==> config.mk <==
export PLATFORM = sky130hd
export DESIGN_NAME = ours_axi4_aw_w_order_sched
export DESIGN_NICKNAME = d
export VERILOG_FILES = /design/src/rtl/ours_axi4_aw_w_order_sched.sv
export SDC_FILE = /design/constraint.sdc
export NUM_CORES = 1
export LEC_CHECK = 0
export BUFFER_PORTS_ARGS = -buffer_cell sky130_fd_sc_hd__buf_2
export CAP_MARGIN = 15
export CORE_AREA = 5 5 195 197
export CTS_CLUSTER_DIAMETER = 40
export DETAILED_ROUTE_END_ITERATION = 10
export DIE_AREA = 0 0 200 202
export GPL_ROUTABILITY_DRIVEN = 1
export HOLD_SLACK_MARGIN = 0.02
export PLACE_DENSITY = 0.49
export SKIP_LAST_GASP = 1
export SLEW_MARGIN = 40
export SYNTH_ARGS = -nofsm -noshare
export SYNTH_HDL_FRONTEND = slang
export SYNTH_SLANG_ARGS = --single-unit
==> constraint.sdc <==
create_clock -name clk -period 3.2 [get_ports clk]
set_clock_uncertainty 0.1 [all_clocks]
set_input_delay 0.16 -clock clk [delete_from_list [all_inputs] [get_ports clk]]
set_output_delay 0.16 -clock clk [all_outputs]
set_load 0.05 [all_outputs]
==> src/rtl/ours_axi4_aw_w_order_sched.sv <==
// N_INPUT:1 AXI4 AW/W write scheduler: round-robin AW grant, order FIFO steers W beats in AW order.
// Optional weighted round-robin (adds cfg_weight port): define OURS_AW_W_SCHED_WRR_EN.
module ours_axi4_aw_w_order_sched #(
  parameter int unsigned N_INPUT        = 4,
  parameter int unsigned AW_WIDTH       = 32,
  parameter int unsigned W_WIDTH        = 64,
  parameter int unsigned WLAST_POSITION = 0,
  parameter int unsigned ORDER_DEPTH    = 4,
  parameter int unsigned WEIGHT_WIDTH   = 4
) (
  input  logic                                 clk,
  input  logic                                 rstn,
  input  logic [N_INPUT-1:0]                   slave_awvld,
  input  logic [N_INPUT-1:0][AW_WIDTH-1:0]     slave_aw,
  output logic [N_INPUT-1:0]                   slave_awrdy,
  input  logic [N_INPUT-1:0]                   slave_wvld,
  input  logic [N_INPUT-1:0][W_WIDTH-1:0]      slave_w,
  output logic [N_INPUT-1:0]                   slave_wrdy,
  output logic                                 master_awvld,
  output logic [AW_WIDTH-1:0]                  master_aw,
  input  logic                                 master_awrdy,
  output logic                                 master_wvld,
  output logic [W_WIDTH-1:0]                   master_w,
  input  logic                                 master_wrdy,
  output logic [$clog2(ORDER_DEPTH+1)-1:0]     order_cnt,
  output logic                                 clk_en
`ifdef OURS_AW_W_SCHED_WRR_EN
  ,
  input  logic [N_INPUT-1:0][WEIGHT_WIDTH-1:0] cfg_weight
`endif
);

  localparam int unsigned IDX_W = $clog2(N_INPUT);
  localparam int unsigned PTR_W = (ORDER_DEPTH > 1) ? $clog2(ORDER_DEPTH) : 1;
  localparam int unsigned CNT_W = $clog2(ORDER_DEPTH + 1);

  if (N_INPUT < 2 || ORDER_DEPTH < 1 || WEIGHT_WIDTH < 1 || WLAST_POSITION >= W_WIDTH) begin : g_param_check
    $error("ours_axi4_aw_w_order_sched: illegal parameter combination");
  end

  logic [IDX_W-1:0]                  rr_ptr;
  logic [IDX_W-1:0]                  rr_nxt;
  logic [IDX_W-1:0]                  grant_q;
  logic [IDX_W-1:0]                  grant;
  logic [IDX_W-1:0]                  cand_idx;
  logic                              grant_found;
  logic                              aw_lock;
  logic                              lock_nxt;
  logic [ORDER_DEPTH-1:0][IDX_W-1:0] fifo_mem;
  logic [PTR_W-1:0]                  wr_ptr;
  logic [PTR_W-1:0]                  rd_ptr;
  logic [CNT_W-1:0]                  cnt;
  logic [IDX_W-1:0]                  head;
  logic                              full;
  logic                              empty;
  logic                              aw_hs;
  logic                              w_hs;
  logic                              push;
  logic                              pop;

  function automatic logic [PTR_W-1:0] ptr_inc(input logic [PTR_W-1:0] p);
    return (32'(p) == ORDER_DEPTH - 1) ? '0 : p + PTR_W'(1);
  endfunction

  function automatic logic [IDX_W-1:0] idx_inc(input logic [IDX_W-1:0] p);
    return (32'(p) == N_INPUT - 1) ? '0 : p + IDX_W'(1);
  endfunction

  assign full  = (32'(cnt) == ORDER_DEPTH);
  assign empty = (cnt == '0);
  assign head  = fifo_mem[rd_ptr];

  // AW grant: a locked (offered but not accepted) grant is held; otherwise first requester from rr_ptr.
  always_comb begin
    grant       = grant_q;
    grant_found = 1'b0;
    cand_idx    = '0;
    if (aw_lock) begin
      grant_found = slave_awvld[grant_q];
    end else begin
      for (int unsigned i = 0; i < N_INPUT; i++) begin
        cand_idx = IDX_W'((32'(rr_ptr) + i) % N_INPUT);
        if (!grant_found && slave_awvld[cand_idx]) begin
          grant_found = 1'b1;
          grant       = cand_idx;
        end
      end
    end
  end

  // AW mux toward the master port; everything is forced quiet while rstn is low.
  always_comb begin
    master_awvld = 1'b0;
    master_aw    = '0;
    slave_awrdy  = '0;
    if (rstn && grant_found && !full) begin
      master_awvld       = 1'b1;
      master_aw          = slave_aw[grant];
      slave_awrdy[grant] = master_awrdy;
    end
  end

  // W steering from the order FIFO head.
  always_comb begin
    master_wvld = 1'b0;
    master_w    = '0;
    slave_wrdy  = '0;
    if (rstn && !empty) begin
      master_wvld      = slave_wvld[head];
      master_w         = slave_w[head];
      slave_wrdy[head] = master_wrdy;
    end
  end

  assign aw_hs = master_awvld & master_awrdy;
  assign w_hs  = master_wvld & master_wrdy;
  assign push  = aw_hs;
  assign pop   = w_hs & master_w[WLAST_POSITION];

  always_comb begin
    lock_nxt = aw_lock;
    if (aw_hs) begin
      lock_nxt = 1'b0;
    end else if (master_awvld) begin
      lock_nxt = 1'b1;
    end
  end

  assign order_cnt = cnt;
  assign clk_en    = ~rstn | (|slave_awvld) | (|slave_wvld) | (cnt != '0) | aw_lock;

  // Order FIFO and AW lock state.
  always_ff @(posedge clk or negedge rstn) begin
    if (!rstn) begin
      aw_lock  <= 1'b0;
      grant_q  <= '0;
      fifo_mem <= '0;
      wr_ptr   <= '0;
      rd_ptr   <= '0;
      cnt      <= '0;
    end else begin
      aw_lock <= lock_nxt;
      if (master_awvld) begin
        grant_q <= grant;
      end
      if (push) begin
        fifo_mem[wr_ptr] <= grant;
        wr_ptr           <= ptr_inc(wr_ptr);
      end
      if (pop) begin
        rd_ptr <= ptr_inc(rd_ptr);
      end
      case ({push, pop})
        2'b10:   cnt <= cnt + CNT_W'(1);
        2'b01:   cnt <= cnt - CNT_W'(1);
        default: cnt <= cnt;
      endcase
    end
  end

`ifdef OURS_AW_W_SCHED_WRR_EN
  localparam int unsigned WCNT_W = WEIGHT_WIDTH + 1;

  logic [WEIGHT_WIDTH-1:0] wrr_cnt;
  logic [WEIGHT_WIDTH-1:0] wrr_cnt_nxt;
  logic [WCNT_W-1:0]       quantum;
  logic [WCNT_W-1:0]       wrr_base;
  logic [WCNT_W-1:0]       wrr_next;

  // Pointer port keeps priority until its quantum of grants is used; a zero weight counts as one.
  always_comb begin
    rr_nxt      = rr_ptr;
    wrr_cnt_nxt = wrr_cnt;
    quantum     = (cfg_weight[grant] == '0) ? WCNT_W'(1) : {1'b0, cfg_weight[grant]};
    wrr_base    = (grant == rr_ptr) ? {1'b0, wrr_cnt} : '0;
    wrr_next    = wrr_base + WCNT_W'(1);
    if (aw_hs) begin
      if (wrr_next >= quantum) begin
        rr_nxt      = idx_inc(grant);
        wrr_cnt_nxt = '0;
      end else begin
        rr_nxt      = grant;
        wrr_cnt_nxt = wrr_next[WEIGHT_WIDTH-1:0];
      end
    end
  end

  always_ff @(posedge clk or negedge rstn) begin
    if (!rstn) begin
      rr_ptr  <= '0;
      wrr_cnt <= '0;
    end else begin
      rr_ptr  <= rr_nxt;
      wrr_cnt <= wrr_cnt_nxt;
    end
  end
`else
  always_comb begin
    rr_nxt = rr_ptr;
    if (aw_hs) begin
      rr_nxt = idx_inc(grant);
    end
  end

  always_ff @(posedge clk or negedge rstn) begin
    if (!rstn) begin
      rr_ptr <= '0;
    end else begin
      rr_ptr <= rr_nxt;
    end
  end
`endif

endmodule

==> impl_results.md <==
- Run status: finished clean
- Hold Path Class: in -> reg
- Proportion of power drawn by the clock network: 0.034
- CTS buffer count: 3
- Largest net degree at the start of global routing: between 60 and 70
- Met3 Use GR: 0.03717
- Initial antenna violation count: 25
- CTS tree: yes
- Synth Register Bits: 20
- Final min period: about 3.1 ns
- Top-count cell post-synth: mux2i_1
- GR Util met2: 0.2549
- Initial Utilization: 0.1298
- Global-route wire length before repair: just over 40 mm
- Static leakage: 4.057 nW
- Syn avg cell area: ~11 µm²
- Via count: just under 6000
- Total power: between 10 and 15 mW
- GPL Wtd Cong: 0.9312
- Sequential share of the synthesized area: 0.1069
- CP endpoint kind: output port
- Vias/cell: 4.229
- RR Startpoint: rd_ptr[0]$_DFFE_PN0P_
- DPL Wire Length: between 20 and 30 mm
- Wirelength per Cell: between 20 and 25 µm
- Max_cap viols: 0
- Worst-case headroom to the max-slew limit: 0.5734
- Max-slew violations: 0
- GRT busiest layer: met2
- GRT overflow: 0
- R2R Setup Slk: between 0.2 and 0.25 ns
- Post-synth EDFFs: 0
- CP Data Arrival Time: between 2 and 3 ns
- Worst Setup SP: grant_q[0]$_DFFE_PN0P_
- CP required: slightly below 3 ns
- Top cells by area, synth: mux4_2, mux2i_1, dfrtp_1
- Finished Core Util: 0.2234
- PortBufs: ~510
- Worst setup SP type: register
- Final Cycle Share: 0.9590
- Die extent in x: about 200 µm
- Synth Instances: between 400 and 500
- Syn-to-layout area delta: 72.15%
- CTS sink count: 20
- Reg-to-reg endpoint: order_cnt[2]$_DFFE_PN0P_
- Crit path max fanout: 32
- Grt met1 use: 0.1426
- Post-synth top area share: 0.3175
- Global-route usage over all layers: 0.1358
- Die area: 40400 µm²
- Drt total wl: ~30 mm
- DR iter-0 viols: about 210
- Worst-skew pair later-pin latency: ~0.25 ns
- Sw Ratio: 0.5760
- Share of layout cells above drive strength 1: 0.7173
- Commonest cells in the netlist: mux2i_1, and2_1, mux4_2
- Seq pwr share: 0.052
- Largest area contributor in the netlist: mux4_2
- Reg2reg path depth: 12
- Router iterations before antenna repair: 5
- Site Rows: 70
- Internal Power: roughly 4.3 mW
- Main synth FF type: dfrtp_1
- Power per standard cell area: roughly 1300 nW/µm²
- Vias in the first global route: ~6000
- Peak VDD IR: 0.6079 mV
- Kind of critical path: reg -> out
- Psw: ~6 mW
- Reg clk slew, reported paths: roughly 0.060 ns
- Max Root-Sink Buffers: 2
- Final #Nets: 1317
- Die H: between 200 and 250 µm
- Remaining DRCs: 0
- Post-synth cell types: between 50 and 60
- Synth Cell Area: 4682 µm²
- RSZ-0062 raised after global routing: yes
- Filler cell count: 4036
- Comb pwr share: 0.914
- Syn_nets: approximately 820
- Clock root buffer master: clkbuf_16
- Post-route antenna net violation count: 0
- Final setup vio count: 0
- Worst slew pin tran: around 0.63 ns
- Core ar.: between 30000 and 40000 µm²
- FFs w/ async S/R, synth: 1.000
- End point of the critical path: master_aw[5]
- IO Pins: between 500 and 600
- Maximum clock frequency: around 0.33 GHz
- Yosys warns: 0
- Max H-tree Level: 1
- Final hold vios: 0
## cell families after synthesis
logic type,count (synthesis),synth area share
compound gates,54,0.1251
xor+xnor,3,0.005613
fa+ha+maj,11,0.03100
buf+inv,60,0.07723
flops,20,0.1069
mux,147,0.4973
simple gates,121,0.1569
## what timing repair did
action	in CTS	in global routing
resized for setup	1	25
hold endpoints to repair	20	0
pin swaps	1	3
buffers inserted	2	7
setup endpoints to repair	22	37
gates cloned	1	0
hold buffers	1	0
## placed cells by master (no fill, tap or decap), types with 2 or more instances in the layout
master,instances
mux2_1,11
xor2_1,2
diode_2,13
mux4_2,64
nor3_1,2
dfrtp_1,17
clkbuf_16,3
mux4_4,2
dfrtp_2,3
inv_2,2
o22ai_1,5
nor2_1,9
buf_2,491
nor4_2,2
nand4_1,2
o22ai_2,28
buf_12,7
buf_6,2
nor4_1,2
nand2b_1,4
clkbuf_4,7
buf_4,25
and3_1,4
and2_1,66
mux2i_2,3
nor4b_1,2
or3_1,2
o21ai_1,3
inv_1,13
mux2i_1,65
ha_1,10
nor4bb_1,3
nand2_1,10
## state kept, by name, summed over array words and instances (netlist names)
register / count
aw_lock: 1
fifo_mem: 8
grant_q: 2
order_cnt: 3
rd_ptr: 2
rr_ptr: 2
wr_ptr: 2
## worst min-delay path by stage
stage	start	to	slack, ns	cells after the start
4_1_cts	master_awrdy	aw_lock$_DFFE_PN0P_	0.09	2
3_5_place_dp	rstn	wr_ptr[0]$_DFFE_PN0P_	0.10	2
3_3_place_gp	rstn	rr_ptr[1]$_DFFE_PN0P_	0.10	2
6_report	master_awrdy	aw_lock$_DFFE_PN0P_	0.07	2
5_1_grt	master_awrdy	aw_lock$_DFFE_PN0P_	0.12	2
2_1_floorplan	rstn	aw_lock$_DFFE_PN0P_	-0.24	0
## final cells by class
cell class / count / area [µm²] / share of cell area
Multi-Input combinational cell: 336 / 3874 / 0.4806
Timing Repair Buffer: 534 / 2903 / 0.3601
Tap cell: 468 / 585.6 / 0.07265
Sequential cell: 20 / 504.2 / 0.06256
Clock buffer: 3 / 75.07 / 0.009314
Inverter: 15 / 56.30 / 0.006985
Antenna cell: 13 / 32.53 / 0.004036
Clock inverter: 1 / 30.03 / 0.003726
## per-layer routing
layer	vias up	part of all wire
met3	54	0.10
met1	2775	0.33
met5	-	0.00023
li1	2638	-
met2	409	0.53
met4	2	0.032
## critical path, cell delays in order, from the launching register on
cell,delay [ns]
dfrtp_1,0.44
mux4_1,0.35
nor2_1,0.05
a2111oi_2,0.43
buf_4,0.26
inv_1,0.05
or2_2,0.32
buf_12,0.19
o22ai_1,0.17
clkbuf_4,0.27
## per-stage QoR
step           hold slack [ns]  instance area, µm²  setup TNS [ns]  instances  worst slack (ns)
2_1_floorplan          -0.2356                4688               0        416           0.05287
3_3_place_gp            0.1001                7750               0       1362            0.1697
3_5_place_dp            0.1007                7756               0       1362            0.1196
4_1_cts                0.08764                7920               0       1370           0.01631
5_1_grt                 0.1158                8050        -0.05692       1386          -0.01795
6_report               0.07340                8060               0       1390            0.1312
## power by group through the flow
stage / registers (mW) / clock network, mW / logic (mW)
finish: 0.536 / 0.345 / 9.33
global route: 0.562 / 0.363 / 9.92
CTS: 0.547 / 0.353 / 9.32
detailed placement: 0.550 / 0 / 9.18
global placement: 0.548 / 0 / 9.12
floorplan: 0.549 / 0 / 7.17
Power figures use the tool's default switching activity.
